## config.mk

```make
export PLATFORM = sky130hd
export DESIGN_NAME = display_scheduler
export DESIGN_NICKNAME = d
export VERILOG_FILES = /design/src/rtl/display_scheduler.sv
export SDC_FILE = /design/constraint.sdc
export NUM_CORES = 1
export LEC_CHECK = 0
export BUFFER_PORTS_ARGS = -buffer_cell sky130_fd_sc_hd__buf_4
export CORE_ASPECT_RATIO = 0.75
export CORE_MARGIN = 2
export CORE_UTILIZATION = 45
export DETAILED_ROUTE_END_ITERATION = 16
export GPL_ROUTABILITY_DRIVEN = 0
export GPL_TIMING_DRIVEN = 1
export PLACE_DENSITY = 0.77
export SLEW_MARGIN = 10
export SYNTH_ARGS = -nofsm -noshare
export SYNTH_HDL_FRONTEND = slang
export SYNTH_SLANG_ARGS = --single-unit
```

## constraint.sdc

```tcl
create_clock -name clk -period 3.1 [get_ports clk]
set_input_delay 0.465 -clock clk [delete_from_list [all_inputs] [get_ports clk]]
set_output_delay 0.465 -clock clk [all_outputs]
set_load 0.02 [all_outputs]
```

## src/rtl/display_scheduler.sv

```systemverilog
// Round-robin display scheduler: grants one of three Booth sources, converts it to sign+BCD
// with a sequential double dabble. Optional display hold selected by `define DISPLAY_HOLD_EN.
module display_scheduler #(
    parameter int unsigned HOLD_CYCLES = 50_000_000
) (
    input  logic        clk,
    input  logic        reset,
    input  logic [2:0]  req,
    input  logic [15:0] product,
    input  logic [7:0]  multiplicand,
    input  logic [7:0]  multiplier,
    output logic [2:0]  ack,
    output logic        busy,
    output logic [1:0]  src_sel,
    output logic        bcd_valid,
    output logic [20:0] codigo_BCD
);

`ifdef DISPLAY_HOLD_EN
    typedef enum logic [2:0] {StIdle, StLoad, StShift, StDone, StHold} state_e;
`else
    typedef enum logic [2:0] {StIdle, StLoad, StShift, StDone} state_e;
`endif

    state_e      r_state, w_state_nxt;
    logic [1:0]  r_last, r_grant, w_pick;
    logic        r_sign;
    logic [15:0] r_mag, w_value;
    logic [19:0] r_bcd, w_bcd_adj, w_bcd_shl;
    logic [3:0]  r_cnt;
    logic [20:0] r_code;
    logic [1:0]  r_src;
    logic        w_req_any;

    function automatic logic [1:0] rr_pick(input logic [2:0] r, input logic [1:0] last);
        logic [1:0] idx;
        logic [1:0] pick;
        logic       hit;
        pick = 2'd0;
        hit  = 1'b0;
        idx  = (last == 2'd2) ? 2'd0 : last + 2'd1;
        for (int i = 0; i < 3; i++) begin
            if (!hit && r[idx]) begin
                pick = idx;
                hit  = 1'b1;
            end
            idx = (idx == 2'd2) ? 2'd0 : idx + 2'd1;
        end
        return pick;
    endfunction

    assign w_req_any = |req;
    assign w_pick    = rr_pick(req, r_last);

    always_comb begin
        unique case (r_grant)
            2'd1:    w_value = {{8{multiplicand[7]}}, multiplicand};
            2'd2:    w_value = {{8{multiplier[7]}}, multiplier};
            default: w_value = product;
        endcase
    end

    always_comb begin
        for (int n = 0; n < 5; n++) begin
            w_bcd_adj[n*4 +: 4] = (r_bcd[n*4 +: 4] >= 4'd5) ? r_bcd[n*4 +: 4] + 4'd3
                                                            : r_bcd[n*4 +: 4];
        end
        w_bcd_shl = {w_bcd_adj[18:0], r_mag[15]};
    end

`ifdef DISPLAY_HOLD_EN
    logic [31:0] r_hold;

    always_ff @(posedge clk) begin
        if (!reset) begin
            r_hold <= '0;
        end else if (r_state == StDone) begin
            r_hold <= (HOLD_CYCLES > 1) ? HOLD_CYCLES - 1 : 32'd0;
        end else if (r_state == StHold && r_hold != '0) begin
            r_hold <= r_hold - 32'd1;
        end
    end
`endif

    always_ff @(posedge clk) begin
        if (!reset) begin
            r_state <= StIdle;
        end else begin
            r_state <= w_state_nxt;
        end
    end

    // The last post-conversion cycle doubles as an arbitration slot, so pending
    // requests are granted without an extra IDLE cycle (18-cycle period).
    always_comb begin
        w_state_nxt = r_state;
        unique case (r_state)
            StIdle:  if (w_req_any) w_state_nxt = StLoad;
            StLoad:  w_state_nxt = StShift;
            StShift: if (r_cnt == 4'd15) w_state_nxt = StDone;
`ifdef DISPLAY_HOLD_EN
            StDone:  w_state_nxt = StHold;
            StHold:  if (r_hold == '0) w_state_nxt = w_req_any ? StLoad : StIdle;
`else
            StDone:  w_state_nxt = w_req_any ? StLoad : StIdle;
`endif
            default: w_state_nxt = StIdle;
        endcase
    end

    always_comb begin
        ack       = 3'b000;
        busy      = (r_state != StIdle);
        bcd_valid = (r_state == StDone);
        if (r_state == StLoad) ack = 3'b001 << r_grant;
    end

    always_ff @(posedge clk) begin
        if (!reset) begin
            r_last  <= 2'd2;
            r_grant <= 2'd0;
            r_sign  <= 1'b0;
            r_mag   <= '0;
            r_bcd   <= '0;
            r_cnt   <= '0;
            r_code  <= '0;
            r_src   <= 2'd3;
        end else begin
            if (r_state != StLoad && w_state_nxt == StLoad) r_grant <= w_pick;
            unique case (r_state)
                StLoad: begin
                    r_sign <= w_value[15];
                    r_mag  <= w_value[15] ? (~w_value + 16'd1) : w_value;
                    r_bcd  <= '0;
                    r_cnt  <= '0;
                    r_last <= r_grant;
                end
                StShift: begin
                    r_bcd <= w_bcd_shl;
                    r_mag <= {r_mag[14:0], 1'b0};
                    r_cnt <= r_cnt + 4'd1;
                    // Publish on entry to DONE so bcd_valid and the new word coincide.
                    if (r_cnt == 4'd15) begin
                        r_code <= {r_sign, w_bcd_shl};
                        r_src  <= r_grant;
                    end
                end
                default: ;
            endcase
        end
    end

    assign codigo_BCD = r_code;
    assign src_sel    = r_src;

endmodule

```

## Word-level counts from Yosys, hierarchy flattened

Index checks and enable logic that the tools add are counted.

| operators by class | value |
|---|---|
| $add $sub $neg | 10 |
| order comparisons | 8 |
| eq/ne operators | 11 |
| shifts and indexed selects | 1 |
| mux-type cells | 29 |
| bitwise gates (word level) | 1 |
| reduce and logical (&&, ||, !) cells | 10 |

Operators with widths:

| kind | count |
|---|---|
| $pmux W16 S2 | 2 |
| $pmux W20 S2 | 1 |
| $ge A4 B3 Y1 const B | 5 |
| $add A16 B1 Y16 const B | 1 |
| $add A4 B2 Y4 const B | 4 |
| $mux W16 | 1 |
| $mux W4 | 4 |
| $not A16 Y16 | 1 |
| $mux W2 | 6 |
| $mux W3 | 4 |
| $pmux W3 S4 | 1 |
| $lt A2 B3 Y1 const B | 3 |
| $eq A2 B2 Y1 const B | 4 |
| $pmux W4 S2 | 1 |
| $add A2 B1 Y2 const B | 3 |
| $bmux W1 S2 | 3 |
| $eq A3 B1 Y1 const B | 2 |
| $eq A3 B2 Y1 const B | 2 |
| $mux W1 | 6 |
| $add A4 B1 Y4 const B | 1 |
| $eq A4 B4 Y1 const B | 1 |
| $add A3 B2 Y3 const B | 1 |
| $logic_and A1 B1 Y1 | 3 |
| $logic_not A3 Y1 | 1 |
| 8 further kinds | 9 |

| word-level totals | value |
|---|---|
| flip-flop bits (word level) | 71 |
| input bits | 37 |
| output and inout bits | 28 |
| logic and storage cells | 79 |

## Longest topological paths before layout

| depth | value |
|---|---|
| word-level depth | 11 |
| mapped depth | 10 |

## Worst setup path before layout

No wires, ideal clock.

| path | value |
|---|---|
| kind | reg-to-reg |
| from | register r_grant[0] |
| to | register r_mag[12] |
| library setup time | 0.138 ns |
| data arrival time | 2.037 ns |
| required time | 2.962 ns |
| path slack | 0.925 ns |
| cell stages (with the launch flop) | 10 |
| path buffers | 1 |
| clock period less this slack | 2.175 ns |
| cells stage by stage | dfxtp_1 > inv_1 > ha_1 > buf_6 > mux2i_4 > ha_1 > and3_4 > and2_4 > a31o_2 > o311ai_2 |

| between the ends | value |
|---|---|
| cells in the longest elaborated chain, start to end | 6 |

RTL lines:

| item | RTL line | RTL |
|---|---|---|
| start, declared | 26 | `logic [1:0] r_last, r_grant, w_pick;` |
| start signal, assigned | 129 | `if (r_state != StLoad && w_state_nxt == StLoad) r_grant <= w_pick;` |
| $eq A2 B2 Y1 or $eq A2 B1 Y1 (tied branches) | 56 | `unique case (r_grant)` |
| $pmux W16 S2 (*) | 56 |  |
| $not A16 Y16 | 133 | `r_mag <= w_value[15] ? (~w_value + 16'd1) : w_value;` |
| $add A16 B1 Y16 | 133 |  |
| $mux W16 (*) | 133 |  |
| $pmux W16 S2 (*) | 130 | `unique case (r_state)` |
| end signal, assigned | 133 |  |
| end signal, assigned | 140 | `r_mag <= {r_mag[14:0], 1'b0};` |
| end, declared | 28 | `logic [15:0] r_mag, w_value;` |

Mark *: on every way between the ends. The rest lies on a longest branch, timed or not.
A chain may end at the register's enable or synchronous reset.

## Worst setup path in the final report

Ends and elaborated chain as after synthesis.

==> summary.md <==
| Metric | Value |
|---|---|
| Status | `finished, final reports clean` |
| Post-synth top area share | `about 36%` |
| Vias in the first global route | `3,636` |
| DRT Pass-1 Iters | `5` |
| Buffers on Ports | `64` |
| DP HPWL | `7010 um` |
| Sequential share of the synthesized area | `35.8%` |
| Prevailing post-synth register cell | `dfxtp_1` |
| CTS tree | `yes` |
| Max Freq | `between 300 and 400 MHz` |
| # fillers | `about 770` |
| Pleak | `0.00179 uW` |
| Total Wirelength | `9950 um` |
| Vias | `~3,700` |
| Post-synthesis register bit count | `a little over 70` |
| Final Cycle Share | `approximately 84%` |
| Critical Path Max Stage Delay | `0.70 ns` |
| Final Hold Fails | `0` |
| Final setup viols | `0` |
| Final antenna-violating net count | `0` |
| Yosys warns | `0` |
| Initial DRC count | `236` |
| Clk Tree Root Cell | `clkbuf_16` |
| Post-synthesis cell count | `~480` |
| Crit path kind | `flop to flop` |
| GRT overflow | `0` |
| Worst Setup EP | `r_mag[12]` |
| CP Cell Sequence | `inv_1, ha_1, mux2i_4, ha_1, and3_4, and2_4, a31o_2, o311ai_2` |
| Worst reg2reg path depth | `8` |
| Worst-Skew Late Latency | `0.33 ns` |
| Num CTS Buffers | `9` |
| Vias per std cell | `5.83` |
| Area grow syn2layout | `20.4%` |
| Multi-input gate area | `approximately 2300 um^2` |
| Post-CTS Setup Inserts | `0` |
| Synth cell count leaders | `dfxtp_1 (71), nor2_1 (51), nand2_1 (48), a21oi_1 (38), a22oi_1 (29)` |
| Io pins | `65` |
| Clk slew on worst S/H paths | `0.05 ns` |
| Critical Path Most Common Cell | `ha_1` |
| Die Span Y | `between 80 and 90 um` |
| Fin crit period | `2.61 ns` |
| Synth Area per Inst | `about 8.3 um^2` |
| MaxCap Viol Count | `0` |
| R2R setup slack | `between 0.4 and 0.5 ns` |
| Final slew viol count | `0` |
| Pwr Density | `453 nW/um^2` |
| Post-CTS sizing | `0` |
| Cell area after synthesis | `3970 um^2` |
| Hold crit path type | `input pin to flop` |
| Startpoint types | `flop` |
| Synth top area cells | `dfxtp_1 (36%), a22oi_1 (5.5%), nor2_1 (4.8%), a21oi_1 (4.8%), ha_1 (4.7%)` |
| Largest net degree at the start of global routing | `49` |
| Rows | `29` |
| DRC Markers | `0` |
| Most frequent cell after synthesis | `dfxtp_1` |
| Share of post-route cells with drive strength above 1 | `22.2%` |
| Synth cell types | `64` |
| Die ar. | `roughly 9600 um^2` |
| Drt wl/cell | `15.5 um` |
| Final setup TNS | `0 ns` |
| Post-Layout Cell Count | `640` |
| Syn nets | `529` |
| Sink Count | `71` |
| Nets | `582` |
| Maximum clock path buffer count | `2` |
| Post-synth top area cell | `dfxtp_1` |
| Worst slew pin tran | `between 1 and 1.5 ns` |
| Slowest stage cell, crit path | `ha_1` |
| Worst Path Required | `between 3 and 4 ns` |
| Gr usage total | `21.7%` |
| RSZ-0062 raised after global routing | `no` |
| Chip width | `112 um` |
| H-tree depth | `3` |
| Normalized max-slew margin | `around a fifth` |
| WP data arrival | `between 2 and 3 ns` |
| Initial antenna violation count | `0` |
| Async S/R FF share, synth | `0%` |
| Hold Buf Count CTS | `0` |
| Crit path launch | `r_grant[0]` |
| Number of synthesized flops with an enable pin | `0` |
| Origin of the critical flop-to-flop path | `r_grant[0]` |
| Placed cells | `between 600 and 700` |
| Setup crit end kind | `flop` |
| Crit-path max FO | `10` |
| First-pass GRT wire length | `17,000 um` |
| Max IR drop VDD | `about 0.25 mV` |
| Worst Skew | `0.00724 ns` |
| Starting density of the core | `46.7%` |
| Critical R2R Capture | `r_mag[12]` |
| Core Box Area | `8490 um^2` |
| Flip-flop and latch area | `1420 um^2` |
| ANT cells | `0` |
cell type report:
class | instances | share of cell area, %
Multi-Input combinational cell | 361 | 49.0
Timing Repair Buffer | 72 | 11.6
Inverter | 15 | 1.18
Clock inverter | 1 | 0.105
Clock buffer | 12 | 5.58
Tap cell | 108 | 2.83
Sequential cell | 71 | 29.8
per-stage QoR:
stage | setup slack (ns) | util (%) | power (uW) | hold WS [ns] | instance area [um^2]
after floorplan | 0.925 | - | 1150 | 0.432 | 3970
after global placement | 0.620 | 53.1 | 1220 | 0.446 | 4500
after detailed placement | 0.527 | 53.1 | 1230 | 0.450 | 4500
after CTS | 0.503 | 56.2 | 2170 | 0.418 | 4780
after global routing | 0.361 | 56.2 | 2240 | 0.424 | 4780
final | 0.495 | 56.2 | 2160 | 0.415 | 4780
critical path, delay by kind of cell, from the launching register on:
family,cells,cell delay [ns]
multiplexers,1,0.42
adder cells (fa/ha/maj),2,0.94
flip-flops,1,0.38
AND/OR/NAND/NOR,2,0.39
buffers and inverters,1,0.09
AO/OA/AOI/OAI,2,0.24
cell usage in the layout, fill, tap and decap left out, types with 4 or more instances in the layout:
master     Yosys  final
a21oi_1       38     38
nor2_1        51     50
nand3_1        9      9
o22ai_1        9      9
a22oi_1       29     29
a211oi_1       5      5
buf_4          1     71
dfxtp_1       71     71
a31oi_1        5      5
nand4_1        5      5
a22o_1         7      7
o21ai_0       23     23
nor3_1        19     19
nor3b_1        4      4
mux2i_1        6      6
a31o_2         4      4
xor2_1         4      4
clkbuf_16      0      9
inv_1         14     14
nand2_1       48     48
nand2b_1      13     13
xnor2_1        9      9
ha_1          15     15
mux2i_4        4      4
report_power, final:
part | switching (uW) | internal, uW | total, uW
Combinational | 153 | 116 | 269
Sequential | 15.3 | 928 | 943
Clock | 361 | 592 | 953
worst min-delay path by stage:
| stage | startpoint | end | slack (ns) | cells after the start |
|---|---|---|---|---|
| 6_report | req[2] | r_grant[1] | 0.42 | 3 |
| 3_5_place_dp | codigo_BCD[1] | codigo_BCD[1] | 0.45 | 2 |
| 5_1_grt | req[2] | r_grant[1] | 0.42 | 3 |
| 4_1_cts | req[2] | r_grant[1] | 0.42 | 3 |
| 3_3_place_gp | codigo_BCD[14] | codigo_BCD[14] | 0.45 | 2 |
| 2_1_floorplan | r_sign | codigo_BCD[20] | 0.43 | 2 |
metal layers:
layer  vias up  wire length [um]  track usage [%]
li1       1824                 -                -
met1      1772              4540             28.4
met2       107              4680             35.5
met3        25               502             4.57
met4         0               229             7.76
met5         -                 0                0
kinds of logic after synthesis:
group	Yosys count	share of synthesized area [%]
buf+inv	45	5.40
compound gates	143	24.3
fa+ha+maj	15	4.73
simple gates	178	22.7
mux	11	4.13
xor+xnor	13	2.87
flops	71	35.8
other cells	1	0.0946
sequential cells by signal, indices dropped and copies added (netlist names):
register and flops:
r_last 2, r_grant 2, r_sign 1, r_cnt 4
src_sel 2, codigo_BCD 21, r_mag 16, r_state 3
r_bcd 20
Power figures use the tool's default switching activity.
